### config.mk
export PLATFORM = sky130hd
export DESIGN_NAME = pipefft_dly_ctrl
export DESIGN_NICKNAME = d
export VERILOG_FILES = /design/src/rtl/pipefft_pkg.sv /design/src/rtl/pipefft_vshift.sv /design/src/rtl/pipefft_dly_ctrl.sv
export SDC_FILE = /design/constraint.sdc
export NUM_CORES = 1
export LEC_CHECK = 0
export ABC_AREA = 1
export CELL_PAD_IN_SITES_DETAIL_PLACEMENT = 1
export CELL_PAD_IN_SITES_GLOBAL_PLACEMENT = 1
export CORE_ASPECT_RATIO = 0.7
export CORE_UTILIZATION = 11
export CTS_BUF_LIST = sky130_fd_sc_hd__clkbuf_8
export DETAILED_ROUTE_END_ITERATION = 10
export PLACE_DENSITY_LB_ADDON = 0.08
export SYNTH_ARGS = -nofsm -noshare
export SYNTH_HDL_FRONTEND = slang
export SYNTH_SLANG_ARGS = --single-unit
### constraint.sdc
create_clock -name clk -period 2.97 [get_ports clk]
set_input_delay 0.594 -clock clk [delete_from_list [all_inputs] [get_ports clk]]
set_output_delay 0.594 -clock clk [all_outputs]
set_load 0.1 [all_outputs]
### src/rtl/pipefft_pkg.sv
// pipefft_pkg: shared constants and elaboration helpers for the pipelined FFT delay lines
package pipefft_pkg;
  localparam int MRAM_RD_LAT = 2;
  function automatic int depth_of(input int aw);
    return 1 << aw;
  endfunction
  function automatic bit delay_ok(input int dly, input int aw);
    return dly >= 1 && dly <= depth_of(aw) - 1;
  endfunction
endpackage

### src/rtl/pipefft_vshift.sv
// pipefft_vshift: clearable N-stage valid-strobe shift register
module pipefft_vshift #(
  parameter int N = 2
) (
  input  logic clk,
  input  logic rst,
  input  logic clr,
  input  logic d,
  output logic q
);
  logic [N-1:0] sr_q, sr_d;
  always_comb sr_d = clr ? '0 : N'({sr_q, d});
  always_ff @(posedge clk) sr_q <= rst ? '0 : sr_d;
  assign q = sr_q[N-1];
endmodule

### src/rtl/pipefft_dly_ctrl.sv
// pipefft_dly_ctrl: drives a small micro-RAM as a fixed DELAY-valid-sample delay line
module pipefft_dly_ctrl
  import pipefft_pkg::*;
#(
  parameter int WIDTH  = 68,
  parameter int AWIDTH = 2,
  parameter int DELAY  = 3,
  parameter int RD_LAT = MRAM_RD_LAT
) (
  input  logic              clk,
  input  logic              rst,
  input  logic              flush,
  input  logic              in_valid,
  input  logic [WIDTH-1:0]  in_data,
  output logic              out_valid,
  output logic [WIDTH-1:0]  out_data,
  output logic [AWIDTH:0]   fill,
  output logic              ram_wEn,
  output logic [AWIDTH-1:0] ram_wAddr,
  output logic [WIDTH-1:0]  ram_wD,
  output logic [AWIDTH-1:0] ram_rAddr,
  input  logic [WIDTH-1:0]  ram_rD
);
  localparam logic [AWIDTH:0] FULL = (AWIDTH+1)'(DELAY);
  if (!delay_ok(DELAY, AWIDTH)) begin : g_bad_delay
    $error("pipefft_dly_ctrl: DELAY must lie in 1..DEPTH-1");
  end
  logic [AWIDTH-1:0] wptr_q, wptr_d;
  logic [AWIDTH:0]   fill_q, fill_d;
  logic              primed;
  always_comb begin
    primed = fill_q == FULL;
    wptr_d = in_valid ? wptr_q + AWIDTH'(1) : wptr_q;
    fill_d = flush ? {AWIDTH'(0), in_valid} : (in_valid && !primed) ? fill_q + (AWIDTH+1)'(1) : fill_q;
  end
  always_ff @(posedge clk) begin
    if (rst) begin
      wptr_q <= '0;
      fill_q <= '0;
    end else begin
      wptr_q <= wptr_d;
      fill_q <= fill_d;
    end
  end
  // read address trails the write pointer, so it never collides with the write
  assign ram_wEn   = in_valid & ~rst;
  assign ram_wAddr = wptr_q;
  assign ram_wD    = in_data;
  assign ram_rAddr = wptr_q - AWIDTH'(DELAY);
  assign out_data  = ram_rD;
  assign fill      = fill_q;
  pipefft_vshift #(.N(RD_LAT)) u_vshift (
    .clk(clk),
    .rst(rst),
    .clr(flush),
    .d  (in_valid & primed),
    .q  (out_valid)
  );
endmodule
# After elaboration in Yosys (flattened, before gate mapping)
# Index checks and enable logic that the tools add are counted.
# Widths: inputs -> output; s select.
totals:
  reg_bits: 7
  in_bits: 140
  elab_cells: 17
classes:
  add_sub_neg: 3
  eq_ne: 1
  mux: 2
  bitwise: 3
  n_reduce_logical: 4
op_table:
  columns: ["op", "count"]
  rows:
  - ["$add 3x1->3 const B", 1]
  - ["$eq 3x2->1 const B", 1]
  - ["$add 2x1->2 const B", 1]
  - ["$and 1x1->1", 2]
  - ["$mux 1", 2]
  - ["$reduce_bool 2->1", 1]
  - ["$reduce_or 2->1", 1]
  - ["$sub 2x2->2 const B", 1]
  - ["$logic_and 1x1->1", 1]
  - ["$logic_not 1->1", 1]
  - ["$not 1->1", 1]

# Depth between registers and ports, before layout
# Gate-level depths: netlist (run 1).
logic_depth:
  ltp_word: 5
  depth_mapped: 6
  mapped_depth_nobuf: 6

# By module
# A second synthesis (run 1) with hierarchy kept.
hier_totals:
  hier_cells: 186
  hier_area_um2: 1356.3
modules_own_cells:
  columns: ["mod", "n_inst", "cells_per_inst", "area_per_inst_um2"]
  rows:
  - ["pipefft_dly_ctrl", 1, 177, 1290.0]
  - ["pipefft_vshift", 1, 9, 66.3]

# Worst setup path after synthesis (run 1)
# OpenSTA, ideal clock, no wires.
synth_timing:
  path_kind: "reg-to-output"
  from: "register wptr_q[0] (netlist: ram_wAddr[0])"
  to: "output port ram_rAddr[1]"
  t_arrival_ps: 2449
  t_required_ps: 2376
  slack_ps: -73
  path_stages_with_launch: 4
  cell_sequence: "dfxtp_1 inv_1 nand2_1 nand2_1"
synth_between:
  elab_chain_cells: 1
synth_lines:
  columns: ["item", "line", "rtl"]
  rows:
  - ["start, declared", "pipefft_dly_ctrl.sv:28", "logic [AWIDTH-1:0] wptr_q, wptr_d;"]
  - ["start signal, assigned", "pipefft_dly_ctrl.sv:41", "wptr_q <= wptr_d;"]
  - ["$sub 2x2->2", "pipefft_dly_ctrl.sv:49", "assign ram_rAddr = wptr_q - AWIDTH'(DELAY);"]
  - ["end, declared", "pipefft_dly_ctrl.sv:21", "output logic [AWIDTH-1:0] ram_rAddr,"]
# Every way passes these cells.

# Final worst setup path (run 1)
layout_timing:
  from: "input port in_valid"
  to: "output port ram_wEn"
layout_between:
  elab_chain_cells: 1
layout_lines:
  columns: ["item", "line", "rtl"]
  rows:
  - ["start, declared", "pipefft_dly_ctrl.sv:13", "input logic in_valid,"]
  - ["$and 1x1->1", "pipefft_dly_ctrl.sv:46", "assign ram_wEn = in_valid & ~rst;"]
  - ["end, declared", "pipefft_dly_ctrl.sv:18", "output logic ram_wEn,"]
# Every way passes these cells.

==> flow_summary.json, run 1 <==
{
  "worst_clock_skew_ns": 0.00430,
  "status": "complete, no violations",
  "cts_max_path_buffers": 2,
  "multi_input_area_um2": 140,
  "hpwl_mm": 1.75,
  "synth.avg_cell_area_um2": 7.38,
  "fillers": 1444,
  "layout_min_cycle_time_ns": 2.24,
  "critPathCaptureType": "primary output",
  "boundaryPins": 285,
  "finalNetCount": 205,
  "grt_util_all_layers": 0.0338,
  "syn_area_um2": 1340,
  "rows": 33,
  "rsz0062_at_grt": "false",
  "grt-ovfl-total": 0,
  "wire_per_inst_um": 9.74,
  "ant_nets": 0,
  "slew_headroom": 0.810,
  "slew_viol_final": 0,
  "p_leak_nw": 0.248,
  "synth_top_cell_by_area": "buf_4",
  "peakVddDrop_mv": 0.121,
  "preCtsSetupSlack_ns": 0.725,
  "routed_wl_mm": 2.13,
  "grtUsageMet1": 0.0274,
  "yosys.cell_types.count": 12,
  "ff_latch_area_um2": 141,
  "placeableCoreArea_um2": 11800,
  "synth_nets": 324,
  "finalHoldViolCount": 0,
  "syn_to_final_growth_pct": -49.5,
  "htree_levels": 1,
  "yosys-top-cells-area": "buf_4, dfxtp_1, nand2_1",
  "fin_util": 0.0574,
  "dpl-instance-area_um2": 633,
  "fin_area_um2": 678,
  "clock_latency_ns": 0.23,
  "clockRootBuffer": "clkbuf_8",
  "path_class": "input pin to primary output",
  "rrSetupSlack_ns": 1.76,
  "stdcell_count": 219,
  "grt_use_met2": 0.0345,
  "finalWeightedCongestion": 0.615,
  "setup_slack_ns": 0.731,
  "clkTransAtPathRegs_ns": 0.04,
  "ys_seq_area_frac": 0.104,
  "cp-start-kind": "input pin",
  "ys_ff_latch": 7,
  "grt_pass1_vias": 524,
  "hold_buffers": 0,
  "crit_required_ns": 2.38,
  "grt.met3_usage": 0.0403,
  "antenna_found_initial": 0,
  "holdWs_ns": 0.415,
  "cts_setup_buffers": 0,
  "layout_commonest_cell": "nand2_1",
  "fp.dieW_um": 134,
  "cts_buffers": 3,
  "path_max_fanout": 6,
  "worst_pin_slew_ns": 0.287,
  "layout-drive-gt1-share": 0.258,
  "max_freq_mhz": 447,
  "layout_common_cells": "nand2_1, inv_1, buf_4",
  "netlist.area_leader.share": 0.760,
  "cts_num_sinks": 7,
  "die_h_um": 94.4,
  "dieArea_um2": 12700,
  "port_buffers": 12,
  "route.detailed.drc": 0,
  "fin_tns_setup_ns": 0,
  "dp_cells": 215,
  "finalCritPeriodShare": 0.754,
  "initial_core_util": 0.114,
  "crit_arrival_ns": 1.65,
  "busiest_layer": "met4",
  "post_cts_resized": 0,
  "power_uw": 327,
  "avgViaCountPerCell": 2.13,
  "dr.pass1.iters": 2,
  "cts_tree": "yes",
  "maxCapViolCount": 0,
  "ys_warn_count": 0,
  "num_vias": 467,
  "report.final.setup_viol": 0,
  "syn_inst": 182,
  "antennaDiodeCount": 0,
  "grt_pass1_wl_mm": 3.19,
  "power_density_nw_per_um2": 482,
  "hp-class": "flip-flop to flip-flop",
  "grt_max_degree": 7,
  "drtIter0Drc": 7
}
synth_stat cells:
master	instances
a21oi_1	5
inv_2	1
o21ai_0	1
nand3_1	1
dfxtp_1	7
nor2_1	4
nor2_4	1
nand2_1	13
buf_4	136
nor3_1	1
inv_1	10
ha_1	2
where the power goes:
part	total, mW	switching (mW)	leakage (nW)	internal (mW)
Clock	0.136	0.0461	0.0269	0.0898
Sequential	0.102	0.00378	0.0575	0.0982
Combinational	0.0888	0.0689	0.163	0.0199
final timing paths:
path                 endpoint  depth (start not counted)             start
min          u_vshift.sr_q[1]                          2  u_vshift.sr_q[0]
max reg2reg           fill[0]                          6           fill[0]
max                   ram_wEn                          4          in_valid
min reg2reg  u_vshift.sr_q[1]                          2  u_vshift.sr_q[0]
sequential cells by signal (all words and copies together) (netlist names):
name / count
ram_wAddr: 2
u_vshift.sr_q: 2
fill: 3
routing by layer:
layer  up-vias  wire length [µm]
met1       197               682
met4         0               203
li1        171                 -
met5         -                 0
met3        40               494
met2        59               752
layout make-up:
cell class | count | area share
clock buffers | 3 | 0.0609
well taps | 157 | 0.290
multi-input cells | 28 | 0.207
repair buffers | 12 | 0.162
clock inverters | 1 | 0.00554
inverters | 11 | 0.0664
flip-flops and latches | 7 | 0.208
worst max-delay path, cell delays in order:
cell and delay (ns):
clkdlybuf4s50_1 0.56, inv_2 0.11, nor2_1 0.18, buf_12 0.20
cell families after synthesis:
family | share of synthesized area
AOI/OAI and AO/OA | 0.0224
and+or+nand+nor | 0.0634
DFF | 0.104
buffers and inverters | 0.791
adders and majority gates | 0.0186
No activity file was read; power rests on OpenSTA's default activity.
==> inputs of run 2 (changes only) <==
CORE_UTILIZATION = 10   (was 11)
clock period = 1.8 ns   (was 2.97 ns; I/O delays follow)
==> flow_summary.json, run 2 (synthesis gave the netlist of run 1 again) <==
{
  "crit_family": "buffers and inverters",
  "r2r-end": "fill[1]",
  "die_h_um": 98.9,
  "dp_cells": 225,
  "cts_setup_buffers": 0,
  "slew_headroom": 0.879,
  "rrSetupSlack_ns": 0.60,
  "worst_path_max_delay_cell": "clkdlybuf4s50_1",
  "dr.pass1.iters": 4,
  "maxCapViolCount": 0,
  "setup_slack_ns": 0.132,
  "layout_commonest_cell": "nand2_1",
  "peakVddDrop_mv": 0.184,
  "min_delay_path_depth": 2,
  "multi_input_area_um2": 145,
  "post_cts_resized": 0,
  "cts_max_path_buffers": 2,
  "port_buffers": 12,
  "fp.dieW_um": 140,
  "worst_r2r_startpoint": "fill[0]",
  "boundaryPins": 285,
  "wire_per_inst_um": 10.6,
  "grt_pass1_wl_mm": 3.47,
  "dieArea_um2": 13900,
  "finalWeightedCongestion": 0.601,
  "fillers": 1561,
  "power_density_nw_per_um2": 704,
  "rows": 35,
  "drtIter0Drc": 8,
  "finalHoldViolCount": 0,
  "cp-start-kind": "input pin",
  "cts_buffers": 3,
  "clock_latency_ns": 0.23,
  "critPathCaptureType": "primary output",
  "preCtsSetupSlack_ns": 0.127,
  "syn_to_final_growth_pct": -39.9,
  "crit_start": "in_valid",
  "path_class": "input pin to primary output",
  "finalCritPeriodShare": 0.927,
  "layout_common_cells": "nand2_1, inv_1, buf_12",
  "largest_reg_flops": 3,
  "route.detailed.drc": 0,
  "fin_tns_setup_ns": 0,
  "hold_start": "u_vshift.sr_q[0]",
  "holdPathEnd": "u_vshift.sr_q[1]",
  "slew_viol_final": 0,
  "rsz0062_at_grt": "false",
  "grt-ovfl-total": 0,
  "antennaDiodeCount": 0,
  "crit_required_ns": 1.44,
  "ant_nets": 0,
  "cts_tree": "yes",
  "worst_clock_skew_ns": 0.00361,
  "ff_latch_area_um2": 146,
  "routed_wl_mm": 2.42,
  "layout_min_cycle_time_ns": 1.67,
  "report.final.setup_viol": 0,
  "p_leak_nw": 0.282,
  "crit_path_cell_trace": "clkdlybuf4s50_1 -> inv_2 -> nor2_2 -> buf_12",
  "hold_buffers": 0,
  "clkTransAtPathRegs_ns": 0.04,
  "initial_core_util": 0.102,
  "grt_max_degree": 6,
  "worst_pin_slew_ns": 0.180,
  "max_freq_mhz": 599,
  "clockRootBuffer": "clkbuf_8",
  "num_vias": 454,
  "grt_util_all_layers": 0.0343,
  "grt_pass1_vias": 534,
  "hpwl_mm": 2.11,
  "placeableCoreArea_um2": 13100,
  "layout-drive-gt1-share": 0.333,
  "path_max_fanout": 4,
  "hp-class": "flip-flop to flip-flop",
  "avgViaCountPerCell": 1.98,
  "cts_num_sinks": 7,
  "finalNetCount": 206,
  "antenna_found_initial": 0,
  "htree_levels": 1,
  "stdcell_count": 229,
  "crit_arrival_ns": 1.31,
  "fin_util": 0.0614,
  "critPathBufInv": 3,
  "status": "complete, no violations",
  "reg2reg_depth": 6,
  "max_stage_delay_ns": 0.56
}
## run 2: cell type report
type / instances / share of cell area
clock buffers: 3 / 0.0512
clock inverters: 1 / 0.00465
inverters: 11 / 0.0558
multi-input cells: 28 / 0.180
flip-flops and latches: 7 / 0.181
well taps: 166 / 0.257
repair buffers: 13 / 0.270
## run 2: metal layers
metal / routed length, µm / GRT usage / vias to the layer above / part of all wire
met2: 1110 / 0.0496 / 55 / 0.46
li1: - / - / 173 / -
met3: 538 / 0.0408 / 34 / 0.22
met4: 174 / 0.0376 / 0 / 0.072
met5: 0 / 0 / - / 0
met1: 594 / 0.0204 / 192 / 0.25
## run 2: report_power, final
| group | internal (mW) | switching [mW] | leakage (nW) |
|---|---|---|---|
| registers | 0.162 | 0.00929 | 0.0585 |
| logic | 0.0614 | 0.118 | 0.196 |
| clock network | 0.148 | 0.0697 | 0.0269 |
| total | 0.371 | 0.197 | 0.282 |
## run 2: worst register-to-register path: stages, from the launching register on
cell	delay, ns
dfxtp_2	0.36
ha_1	0.16
ha_1	0.24
inv_1	0.07
nand2_1	0.11
nand2_1	0.06
a21oi_1	0.13
## run 2: worst max path at each step
stage | to | slack, ns | cells after the start
6_report | ram_wEn | 0.13 | 4
5_1_grt | ram_wEn | 0.05 | 4
4_1_cts | ram_wEn | 0.12 | 4
3_5_place_dp | ram_wEn | 0.13 | 4
3_3_place_gp | ram_wEn | 0.14 | 4
2_1_floorplan | ram_rAddr[1] | -0.19 | 3
## run 2: stage by stage
step	power (mW)	cell area, µm²	hold slack (ns)
2_1_floorplan	1.71	1360	0.394
3_3_place_gp	0.360	762	0.416
3_5_place_dp	0.356	762	0.412
4_1_cts	0.586	807	0.420
5_1_grt	0.606	807	0.431
6_report	0.568	807	0.413
==> inputs of run 3 (changes only) <==
CORE_AREA = 2 2 111 113   (was not set)
CORE_ASPECT_RATIO = not set   (was 0.7)
CORE_UTILIZATION = not set   (was 10)
DIE_AREA = 0 0 113 115   (was not set)
DONT_BUFFER_PORTS = 1   (was not set)
==> flow_summary.json, run 3 (synthesis gave the netlist of run 1 again) <==
{
  "status": "complete, but fails checks",
  "violations": "design-rule violations",
  "grt_util_all_layers": 0.0310,
  "boundaryPins": 285,
  "layout-drive-gt1-share": 0.339,
  "grt_pass1_wl_mm": 2.96,
  "cp-start-kind": "flip-flop",
  "cts_max_path_buffers": 2,
  "dr_wl_met3_um": 510,
  "placeableCoreArea_um2": 11800,
  "htree_levels": 1,
  "power_density_nw_per_um2": 845,
  "ant_nets": 0,
  "cts_tree": "yes",
  "syn_to_final_growth_pct": -51.9,
  "wire_per_inst_um": 10.4,
  "top_layer_used": "met4",
  "grt_pass1_vias": 542,
  "reg2reg_depth": 6,
  "critPathCaptureType": "primary output",
  "cts_setup_buffers": 0,
  "post_cts_resized": 0,
  "antenna_found_initial": 0,
  "hp-class": "input pin to flip-flop",
  "cts_buffers": 3,
  "pwr-share-seq": 0.306,
  "dr.pass1.iters": 11,
  "max_freq_mhz": 717,
  "worst_pin_slew_ns": 0.315,
  "path_class": "flip-flop to primary output",
  "layout_common_cells": "nand2_1, inv_1, buf_4",
  "hold_buffers": 0,
  "path_max_fanout": 4,
  "fin_tns_setup_ns": 0,
  "cts_num_sinks": 7,
  "finalHoldViolCount": 0,
  "die_h_um": 115,
  "routed_wl_mm": 2.14,
  "netSwitchingFraction": 0.370,
  "finalWeightedCongestion": 0.575,
  "dr_wl_met2_um": 847,
  "switchingPower_uw": 202,
  "wl_met1_um": 542,
  "hold_start": "rst",
  "fp.dieW_um": 113,
  "pwr-share-clk": 0.426,
  "maxCapViolCount": 0,
  "slew_headroom": 0.790,
  "crit_required_ns": 1.44,
  "grt-ovfl-total": 0,
  "finalCritPeriodShare": 0.775,
  "dieArea_um2": 13000,
  "crit_arrival_ns": 1.03,
  "antennaDiodeCount": 0,
  "rows": 40,
  "largest_reg_flops": 3,
  "worst_r2r_startpoint": "fill[0]",
  "p_leak_nw": 0.237,
  "worst_clock_skew_ns": 0.00151,
  "grt_max_degree": 7,
  "port_buffers": 0,
  "num_vias": 481,
  "initial_core_util": 0.114,
  "avgViaCountPerCell": 2.33,
  "crit_start": "ram_wAddr[0]",
  "layout_min_cycle_time_ns": 1.39,
  "clockRootBuffer": "clkbuf_8",
  "fin_area_um2": 646,
  "rsz0062_at_grt": "false",
  "hpwl_mm": 1.74,
  "drtIter0Drc": 39,
  "layout_commonest_cell": "nand2_1",
  "route.detailed.drc": 16,
  "slew_viol_final": 0,
  "power_uw": 545,
  "peakVddDrop_mv": 0.135,
  "min_delay_path_depth": 1,
  "power.internal_uw": 343,
  "finalNetCount": 202,
  "p_comb_frac": 0.268,
  "clkTransAtPathRegs_ns": 0.05,
  "clock_latency_ns": 0.23,
  "dpl-instance-area_um2": 601,
  "report.final.setup_viol": 0
}
[run 3: worst max-delay path, cell delays in order (launching register included)]
cell,delay [ns]
dfxtp_4,0.36
clkinvlp_4,0.11
nand2_1,0.10
nand2_2,0.07
buf_12,0.16
[run 3: cell type report]
type | count | area (µm²)
flip-flops and latches | 7 | 146
repair buffers | 9 | 80.1
multi-input cells | 28 | 145
clock inverters | 1 | 3.75
well taps | 147 | 184
clock buffers | 3 | 41.3
fillers | 1417 | 11200
inverters | 11 | 45.0
[run 3: stage by stage]
stage / instances / setup slack, ns / hold WS, ns / utilization
finish: 206 / 0.405 / 0.204 / 0.0547
detailed placement: 202 / 0.625 / 0.406 / 0.0508
CTS: 206 / 0.380 / 0.202 / 0.0547
global route: 206 / 0.330 / 0.195 / 0.0547
floorplan: 182 / -0.192 / 0.394 / -
global placement: 202 / 0.602 / 0.406 / 0.0508
[run 3: power by group through the flow]
stage	combinational, mW	clock [mW]	sequential [mW]
detailed placement	0.149	0	0.170
finish	0.146	0.233	0.167
global route	0.154	0.258	0.167
floorplan	1.49	0	0.212
global placement	0.150	0	0.170
CTS	0.149	0.250	0.167
[run 3: final timing paths]
path                      end  slack, ns
min          u_vshift.sr_q[0]       0.20
min reg2reg  u_vshift.sr_q[1]       0.41
max reg2reg           fill[0]       0.64
max              ram_rAddr[1]       0.41
[run 3: metal layers]
layer,up-vias,track usage
met1,199,0.0200
met2,76,0.0395
li1,164,-
met3,42,0.0316
met4,0,0.0480
met5,-,0
